$ cat src/rtl/video_timing_pal_pipe_if.sv
// Video output stage bus: PPU pixel inputs, crop/border configuration, palette ROM port
// and the aligned RGB/sync/blank outputs.
interface video_timing_pal_pipe_if #(
    parameter int PAL_AW = 10
);
    logic [5:0]        color;
    logic [3:0]        palette;
    logic [8:0]        count_v;
    logic              pal_video;
    logic              ovs_en;
    logic [4:0]        ovs_left;
    logic [4:0]        ovs_right;
    logic [3:0]        ovs_top;
    logic [3:0]        ovs_bot;
    logic [23:0]       border_rgb;
    logic [PAL_AW-1:0] pal_addr;
    logic [23:0]       pal_data;
    logic [7:0]        r;
    logic [7:0]        g;
    logic [7:0]        b;
    logic              sync_h;
    logic              sync_v;
    logic              hblank;
    logic              vblank;
    logic              de;
    logic              ce_pix;
    logic [15:0]       frame_cnt;
    logic              locked;

    modport slave (
        input  color, palette, count_v, pal_video, ovs_en, ovs_left, ovs_right,
               ovs_top, ovs_bot, border_rgb, pal_data,
        output pal_addr, r, g, b, sync_h, sync_v, hblank, vblank, de, ce_pix,
               frame_cnt, locked
    );

    modport master (
        output color, palette, count_v, pal_video, ovs_en, ovs_left, ovs_right,
               ovs_top, ovs_bot, border_rgb, pal_data,
        input  pal_addr, r, g, b, sync_h, sync_v, hblank, vblank, de, ce_pix,
               frame_cnt, locked
    );
endinterface

$ cat src/rtl/video_timing_pal_pipe.sv
// Raster timing generator with PPU frame resync, palette ROM lookup, overscan crop and a
// two-stage output pipeline that keeps colour, sync and blanking mutually aligned.
module video_timing_pal_pipe #(
    parameter int CLK_DIV    = 2,
    parameter int H_ACTIVE   = 512,
    parameter int H_TOTAL    = 682,
    parameter int HS_START   = 556,
    parameter int HS_END     = 606,
    parameter int V_ACTIVE   = 240,
    parameter int V_TOTAL_N  = 262,
    parameter int V_TOTAL_P  = 312,
    parameter int VS_START_N = 243,
    parameter int VS_START_P = 270,
    parameter int VS_LEN     = 3,
    parameter bit SYNC_NEG   = 1'b0,
    parameter int PAL_AW     = 10
) (
    input logic                    clk,
    input logic                    reset_n,
    video_timing_pal_pipe_if.slave vif
);
    localparam int DW = (CLK_DIV > 1) ? $clog2(CLK_DIV) : 1;

    typedef struct packed {
        logic        hpic;
        logic        vpic;
        logic        crop;
        logic        hs;
        logic        vs;
        logic        lk;
        logic [15:0] fc;
        logic [23:0] border;
    } stage_t;

    logic [DW-1:0]     div;
    logic              ce;
    logic [9:0]        h, v;
    logic [8:0]        cv_prev;
    logic              vs_lat;
    logic [15:0]       frame_cnt;
    logic              locked;
    logic [PAL_AW-1:0] pal_addr_q;
    stage_t            s1, s2;
    logic [2:1]        vld_pipe;

    logic [9:0]  v_last, vs_start;
    logic [10:0] vs_end;
    logic        h_wrap, v_wrap, resync, v_in_vs, crop_now;

    assign v_last   = vif.pal_video ? 10'(V_TOTAL_P - 1) : 10'(V_TOTAL_N - 1);
    assign vs_start = vif.pal_video ? 10'(VS_START_P) : 10'(VS_START_N);
    assign vs_end   = {1'b0, vs_start} + 11'(VS_LEN);
    assign h_wrap   = (h == 10'(H_TOTAL - 1));
    assign v_wrap   = h_wrap && (v == v_last);
    assign resync   = ce && (cv_prev == 9'd511) && (vif.count_v == 9'd0);
    assign v_in_vs  = (v >= vs_start) && ({1'b0, v} < vs_end);
    assign crop_now = vif.ovs_en && ((h < 10'(vif.ovs_left)) ||
                                     (h >= 10'(H_ACTIVE) - 10'(vif.ovs_right)) ||
                                     (v < 10'(vif.ovs_top)) ||
                                     (v >= 10'(V_ACTIVE) - 10'(vif.ovs_bot)));

    // ce is registered so the first pixel enable lands CLK_DIV clocks after reset release
    always_ff @(posedge clk) begin
        if (!reset_n) begin
            div <= '0;
            ce  <= 1'b0;
        end else begin
            ce  <= (div == DW'(CLK_DIV - 1));
            div <= (div == DW'(CLK_DIV - 1)) ? '0 : div + DW'(1);
        end
    end

    always_ff @(posedge clk) begin
        if (!reset_n) begin
            h         <= '0;
            v         <= '0;
            cv_prev   <= '0;
            frame_cnt <= '0;
            locked    <= 1'b0;
        end else if (ce) begin
            cv_prev <= vif.count_v;
            if (resync) begin
                h         <= '0;
                v         <= '0;
                locked    <= v_wrap;
                frame_cnt <= frame_cnt + 16'd1;
            end else if (h_wrap) begin
                h <= '0;
                if (v == v_last) begin
                    v         <= '0;
                    frame_cnt <= frame_cnt + 16'd1;
                end else begin
                    v <= v + 10'd1;
                end
            end else begin
                h <= h + 10'd1;
            end
        end
    end

    // vsync is sampled once per line at the hsync leading edge
    always_ff @(posedge clk) begin
        if (!reset_n)
            vs_lat <= 1'b0;
        else if (h == 10'(HS_START))
            vs_lat <= v_in_vs;
    end

    always_ff @(posedge clk) begin
        if (!reset_n) begin
            pal_addr_q <= '0;
            s1         <= '0;
            s2         <= '0;
            vld_pipe   <= '0;
        end else begin
            pal_addr_q <= PAL_AW'({vif.palette, vif.color});
            s1.hpic    <= (h < 10'(H_ACTIVE));
            s1.vpic    <= (v < 10'(V_ACTIVE));
            s1.crop    <= crop_now;
            s1.hs      <= (h >= 10'(HS_START)) && (h < 10'(HS_END));
            s1.vs      <= (h == 10'(HS_START)) ? v_in_vs : vs_lat;
            s1.lk      <= locked;
            s1.fc      <= frame_cnt;
            s1.border  <= vif.border_rgb;
            s2         <= s1;
            vld_pipe   <= {vld_pipe[1], ce};
        end
    end

    // ROM data arrives in the same cycle as the S2 flags, so the final colour mux is combinational
    logic [23:0] rgb;
    assign rgb = !(s2.hpic && s2.vpic) ? 24'h0 : (s2.crop ? s2.border : vif.pal_data);

    assign vif.pal_addr  = pal_addr_q;
    assign vif.r         = rgb[23:16];
    assign vif.g         = rgb[15:8];
    assign vif.b         = rgb[7:0];
    assign vif.sync_h    = s2.hs ^ SYNC_NEG;
    assign vif.sync_v    = s2.vs ^ SYNC_NEG;
    assign vif.hblank    = !s2.hpic;
    assign vif.vblank    = !s2.vpic;
    assign vif.de        = s2.hpic && s2.vpic;
    assign vif.ce_pix    = vld_pipe[2];
    assign vif.frame_cnt = s2.fc;
    assign vif.locked    = s2.lk;
endmodule

$ cat src/flat_wrapper.sv
// flat-port wrapper written by rule: the top's interface ports become plain ports
module video_timing_pal_pipe_flat 
#(
    parameter int CLK_DIV    = 2,
    parameter int H_ACTIVE   = 512,
    parameter int H_TOTAL    = 682,
    parameter int HS_START   = 556,
    parameter int HS_END     = 606,
    parameter int V_ACTIVE   = 240,
    parameter int V_TOTAL_N  = 262,
    parameter int V_TOTAL_P  = 312,
    parameter int VS_START_N = 243,
    parameter int VS_START_P = 270,
    parameter int VS_LEN     = 3,
    parameter bit SYNC_NEG   = 1'b0,
    parameter int PAL_AW     = 10
)
  (clk, reset_n, vif_color, vif_palette, vif_count_v, vif_pal_video, vif_ovs_en, vif_ovs_left, vif_ovs_right, vif_ovs_top, vif_ovs_bot, vif_border_rgb, vif_pal_data, vif_pal_addr, vif_r, vif_g, vif_b, vif_sync_h, vif_sync_v, vif_hblank, vif_vblank, vif_de, vif_ce_pix, vif_frame_cnt, vif_locked);
  video_timing_pal_pipe_if #(.PAL_AW(PAL_AW)) vif_i ();
  input logic clk;
  input logic reset_n;
  input wire logic [$bits(vif_i.color)-1:0] vif_color;
  input wire logic [$bits(vif_i.palette)-1:0] vif_palette;
  input wire logic [$bits(vif_i.count_v)-1:0] vif_count_v;
  input wire logic [$bits(vif_i.pal_video)-1:0] vif_pal_video;
  input wire logic [$bits(vif_i.ovs_en)-1:0] vif_ovs_en;
  input wire logic [$bits(vif_i.ovs_left)-1:0] vif_ovs_left;
  input wire logic [$bits(vif_i.ovs_right)-1:0] vif_ovs_right;
  input wire logic [$bits(vif_i.ovs_top)-1:0] vif_ovs_top;
  input wire logic [$bits(vif_i.ovs_bot)-1:0] vif_ovs_bot;
  input wire logic [$bits(vif_i.border_rgb)-1:0] vif_border_rgb;
  input wire logic [$bits(vif_i.pal_data)-1:0] vif_pal_data;
  output wire logic [$bits(vif_i.pal_addr)-1:0] vif_pal_addr;
  output wire logic [$bits(vif_i.r)-1:0] vif_r;
  output wire logic [$bits(vif_i.g)-1:0] vif_g;
  output wire logic [$bits(vif_i.b)-1:0] vif_b;
  output wire logic [$bits(vif_i.sync_h)-1:0] vif_sync_h;
  output wire logic [$bits(vif_i.sync_v)-1:0] vif_sync_v;
  output wire logic [$bits(vif_i.hblank)-1:0] vif_hblank;
  output wire logic [$bits(vif_i.vblank)-1:0] vif_vblank;
  output wire logic [$bits(vif_i.de)-1:0] vif_de;
  output wire logic [$bits(vif_i.ce_pix)-1:0] vif_ce_pix;
  output wire logic [$bits(vif_i.frame_cnt)-1:0] vif_frame_cnt;
  output wire logic [$bits(vif_i.locked)-1:0] vif_locked;
  assign vif_i.color = vif_color;
  assign vif_i.palette = vif_palette;
  assign vif_i.count_v = vif_count_v;
  assign vif_i.pal_video = vif_pal_video;
  assign vif_i.ovs_en = vif_ovs_en;
  assign vif_i.ovs_left = vif_ovs_left;
  assign vif_i.ovs_right = vif_ovs_right;
  assign vif_i.ovs_top = vif_ovs_top;
  assign vif_i.ovs_bot = vif_ovs_bot;
  assign vif_i.border_rgb = vif_border_rgb;
  assign vif_i.pal_data = vif_pal_data;
  assign vif_pal_addr = vif_i.pal_addr;
  assign vif_r = vif_i.r;
  assign vif_g = vif_i.g;
  assign vif_b = vif_i.b;
  assign vif_sync_h = vif_i.sync_h;
  assign vif_sync_v = vif_i.sync_v;
  assign vif_hblank = vif_i.hblank;
  assign vif_vblank = vif_i.vblank;
  assign vif_de = vif_i.de;
  assign vif_ce_pix = vif_i.ce_pix;
  assign vif_frame_cnt = vif_i.frame_cnt;
  assign vif_locked = vif_i.locked;
  video_timing_pal_pipe #(.CLK_DIV(CLK_DIV), .H_ACTIVE(H_ACTIVE), .H_TOTAL(H_TOTAL), .HS_START(HS_START), .HS_END(HS_END), .V_ACTIVE(V_ACTIVE), .V_TOTAL_N(V_TOTAL_N), .V_TOTAL_P(V_TOTAL_P), .VS_START_N(VS_START_N), .VS_START_P(VS_START_P), .VS_LEN(VS_LEN), .SYNC_NEG(SYNC_NEG), .PAL_AW(PAL_AW)) u_core (.clk(clk), .reset_n(reset_n), .vif(vif_i));
endmodule
$ cat config.mk
export PLATFORM = sky130hd
export DESIGN_NAME = video_timing_pal_pipe_flat
export DESIGN_NICKNAME = d
export VERILOG_FILES = /design/src/rtl/video_timing_pal_pipe_if.sv /design/src/rtl/video_timing_pal_pipe.sv /design/src/flat_wrapper.sv
export SDC_FILE = /design/constraint.sdc
export NUM_CORES = 1
export LEC_CHECK = 0
export ABC_CLOCK_PERIOD_IN_PS = 2600
export CORE_MARGIN = 2
export CORE_UTILIZATION = 40
export DETAILED_ROUTE_END_ITERATION = 8
export GPL_TIMING_DRIVEN = 0
export PLACE_DENSITY = 0.63
export SETUP_SLACK_MARGIN = 0.15
export SLEW_MARGIN = 20
export SYNTH_ARGS = -nofsm -noshare
export SYNTH_HDL_FRONTEND = slang
export SYNTH_SLANG_ARGS = --single-unit
export TNS_END_PERCENT = 100
$ cat constraint.sdc
create_clock -name clk -period 2.6 [get_ports clk]
set_input_delay 0.52 -clock clk [delete_from_list [all_inputs] [get_ports clk]]
set_output_delay 0.52 -clock clk [all_outputs]
set_load 0.005 [all_outputs]
==> summary.txt <==
critical path endpoint category - register
Hold Crit Depth - 1
vias in the first global route - 5,111
initial DRC count - 196
clk buf depth - 2
Mapped Cells - 676
Crit Path Max Fanout - 3
nets - 971
first-pass GRT wire length - 25.2 mm
Reg area - 0.00305 mm^2
# port buffers - 145
Starting Density - 0.408
drt drc - 0
final worst slack - 0.164 ns
Via density - 4.83
detailed placement HPWL - 11.6 mm
Async SR Flop Fraction - 0
crit path time final - 2.44 ns
area occupied by multi-input gates - 0.00313 mm^2
clock root cell - clkbuf_16
yosys warns - 0
Die Width - 131 um
via count - 5,174
worst path required time - 2.91 ns
pwr/cell area - 587 mW/mm^2
share of layout cells above drive strength 1 - 0.104
Rows - 46
outcome - finished, final reports clean
Worst Setup Start Kind - input port
R2R depth - 7
WL/cell - 14.3 um
fin util - 0.560
max-slew violation count - 0
final setup vio count - 0
DRT antenna net count - 0
R2R setup slack - 0.26 ns
routed wire length - 15.3 mm
post-synthesis sequential area ratio - 0.469
Post-synth EDFFs - 0
#FFs+latches synth - 152
antenna diode count - 0
largest net degree at the start of global routing - 17
Distinct cells, synth - 50
dpl ws - -0.736 ns
Post-synth top flop - dfxtp_1
Switch Pwr - 0.00116 W
fmax - 0.410 GHz
number of max-cap violations - 0
setup TNS - 0 ns
reg2reg start - u_core.v[5]$_SDFFE_PN0P_
IO Count - 146
Final Power - 0.00522 W
Global Route Usage Sum - 0.183
Congestion Overflow GR - 0
CTS tree - yes
drt pass-1 iters - 4
syn_area_per_cell - 9.59 um^2
Clock Pin Slew Worst Setup and Hold Paths - 0.06 ns
Sink Count - 152
Clk Latency, worst-skew pair - 0.42 ns
die height - 131 um
area of the core - 0.0159 mm^2
hold slack - 0.403 ns
Sw Share - 0.221
internal power - 0.00407 W
Min-Delay Path Class - reg -> reg
FF-to-FF End - u_core.frame_cnt[14]$_SDFFE_PN0P_
total CTS buffers - 17
Hold Crit Start - u_core.div$_SDFF_PP0_
Peak VDD IR - 421 uV
Clock Skew - 0.00597 ns
P_leak - 3.59 nW
Comb power frac - 0.075
initial antenna violation count - 0
Final Hold Vio Count - 0
Setup CP Type - in -> reg
number of fillers in the final layout - 1,445
clock share of power - 0.465
sequential power share - 0.461
crit path DAT - 2.75 ns
Mapped Area - 0.00648 mm^2
Post-Syn Nets - 805
die area - 0.0172 mm^2
Relative slew margins - 0.550
GPL Wtd Cong - 0.870
CTS H-tree depth - 4
Final period util - 0.937
# hold bufs at CTS - 0
Hold Path Sink - u_core.div$_SDFF_PP0_
RSZ-0062 raised after global routing - true
P&R area growth vs syn - 37.3%
Worst Tran Pin Value - 0.676 ns
## layout make-up
type | count | area share
buffer | 46 | 0.0320
clock buffer | 19 | 0.0498
clock inverter | 13 | 0.0166
inverter | 31 | 0.0131
multi-input combinational | 447 | 0.351
sequential | 152 | 0.343
tap | 216 | 0.0304
timing repair buffer | 147 | 0.164
## through the flow
stage	instance area, um^2	instances
floorplan	6480	676
global placement	8200	1037
detailed placement	8200	1037
CTS	8850	1071
global route	8900	1071
finish	8900	1071
## cells in the final DEF, fill, tap and decap left out, drive strengths merged, types with 2 or more instances in the layout
master | netlist | final
nand3 | 9 | 9
or3 | 2 | 2
nor3 | 17 | 17
nor3b | 2 | 2
o211ai | 3 | 3
buf | 25 | 28
a21oi | 17 | 17
nor2 | 69 | 69
and2 | 102 | 102
nor4 | 8 | 8
o22ai | 2 | 2
bufinv | 0 | 2
xnor2 | 5 | 5
and3 | 7 | 7
xor2 | 9 | 9
inv | 31 | 33
nand2 | 25 | 25
nor4bb | 2 | 2
dfxtp | 152 | 152
clkinv | 0 | 6
a211oi | 3 | 3
nand4b | 2 | 2
nand4 | 19 | 19
nand2b | 4 | 4
and4bb | 3 | 3
clkinvlp | 0 | 3
clkdlybuf4s50 | 0 | 143
or4 | 6 | 6
nor2b | 4 | 4
o21ai | 19 | 19
mux2i | 38 | 38
o31ai | 6 | 6
ha | 40 | 40
mux2 | 10 | 10
clkbuf | 21 | 40
## registers in the layout, summed over array words and instances (netlist names), 9 cells and up
signal,count
u_core.s1,46
u_core.s2,27
u_core.frame_cnt,16
u_core.vif.frame_cnt,16
u_core.h,10
u_core.v,10
u_core.vif.pal_addr,10
u_core.cv_prev,9
## Yosys cell counts, types with 3 or more instances
cell | number | area share
a211oi_1 | 3 | 0.0035
a21oi_1 | 17 | 0.013
and2_1 | 102 | 0.098
and3_1 | 7 | 0.0068
buf_1 | 3 | 0.0017
buf_2 | 4 | 0.0031
buf_4 | 16 | 0.019
clkbuf_1 | 21 | 0.012
dfxtp_1 | 152 | 0.47
ha_1 | 40 | 0.077
inv_1 | 31 | 0.018
mux2_2 | 10 | 0.017
mux2i_1 | 38 | 0.059
nand2_1 | 25 | 0.014
nand2b_1 | 4 | 0.0039
nand3_1 | 9 | 0.0069
nand4_1 | 18 | 0.017
nor2_1 | 69 | 0.040
nor2b_1 | 4 | 0.0039
nor3_1 | 17 | 0.013
nor4_1 | 8 | 0.0077
o211ai_1 | 3 | 0.0035
o21ai_0 | 19 | 0.015
o31ai_1 | 6 | 0.0069
or4_1 | 6 | 0.0069
xnor2_1 | 5 | 0.0068
xor2_1 | 9 | 0.012
## layer usage
metal	routed length [um]	GRT usage	up-vias
li1	-	-	2610
met1	6890	0.219	2359
met5	0	0	-
met3	901	0.0451	21
met4	216	0.0622	0
met2	7260	0.319	184
## what timing repair did
item                       CTS  global route
pin swaps                    1             2
buffers inserted             2             0
gates cloned                 0             0
setup endpoints to repair   45            33
gates resized for setup     19            17
## cells by family (layout without fill, tap and decap cells)
kind of cell             count (synthesis)  count (layout)  synth area share
AO/OA/AOI/OAI                           58              58            0.0554
XOR/XNOR                                14              14            0.0189
adder cells (fa/ha/maj)                 40              40            0.0772
buffers and inverters                   77             256            0.0569
flip-flops                             152             152             0.469
multiplexers                            48              48            0.0760
AND/OR/NAND/NOR                        287             287             0.246
## critical path, stage by stage
cell and delay [ns]:
clkdlybuf4s50_1 0.47, nor3_2 0.26, nor3b_2 0.25, inv_1 0.07, ha_1 0.20, nor3_1 0.15, o21ai_0 0.18, a21oi_1 0.15
nand4_1 0.12, o311a_1 0.36
## how the worst max path moves through the flow
stage,start,end,slack (ns),cells past startpoint
after detailed placement,vif_pal_video,u_core.frame_cnt[5]$_SDFFE_PN0P_,-0.74,8
after global placement,vif_pal_video,u_core.frame_cnt[5]$_SDFFE_PN0P_,-0.70,8
after CTS,vif_ovs_right[0],u_core.s1[43]$_SDFF_PN0_,0.15,10
final,vif_ovs_right[2],u_core.s1[43]$_SDFF_PN0_,0.16,10
after floorplan,vif_pal_video,u_core.frame_cnt[12]$_SDFFE_PN0P_,0.26,7
after global routing,vif_ovs_right[2],u_core.s1[43]$_SDFF_PN0_,0.02,10
## power by group through the flow
| stage | sequential, W | clock [W] | combinational (W) |
|---|---|---|---|
| 2_1_floorplan | 0.00245 | 0 | 0.000163 |
| 3_3_place_gp | 0.00246 | 0 | 0.000377 |
| 3_5_place_dp | 0.00246 | 0 | 0.000387 |
| 4_1_cts | 0.00241 | 0.00248 | 0.000394 |
| 5_1_grt | 0.00241 | 0.00258 | 0.000433 |
| 6_report | 0.00241 | 0.00243 | 0.000390 |
(Power assumes the default switching activity.)
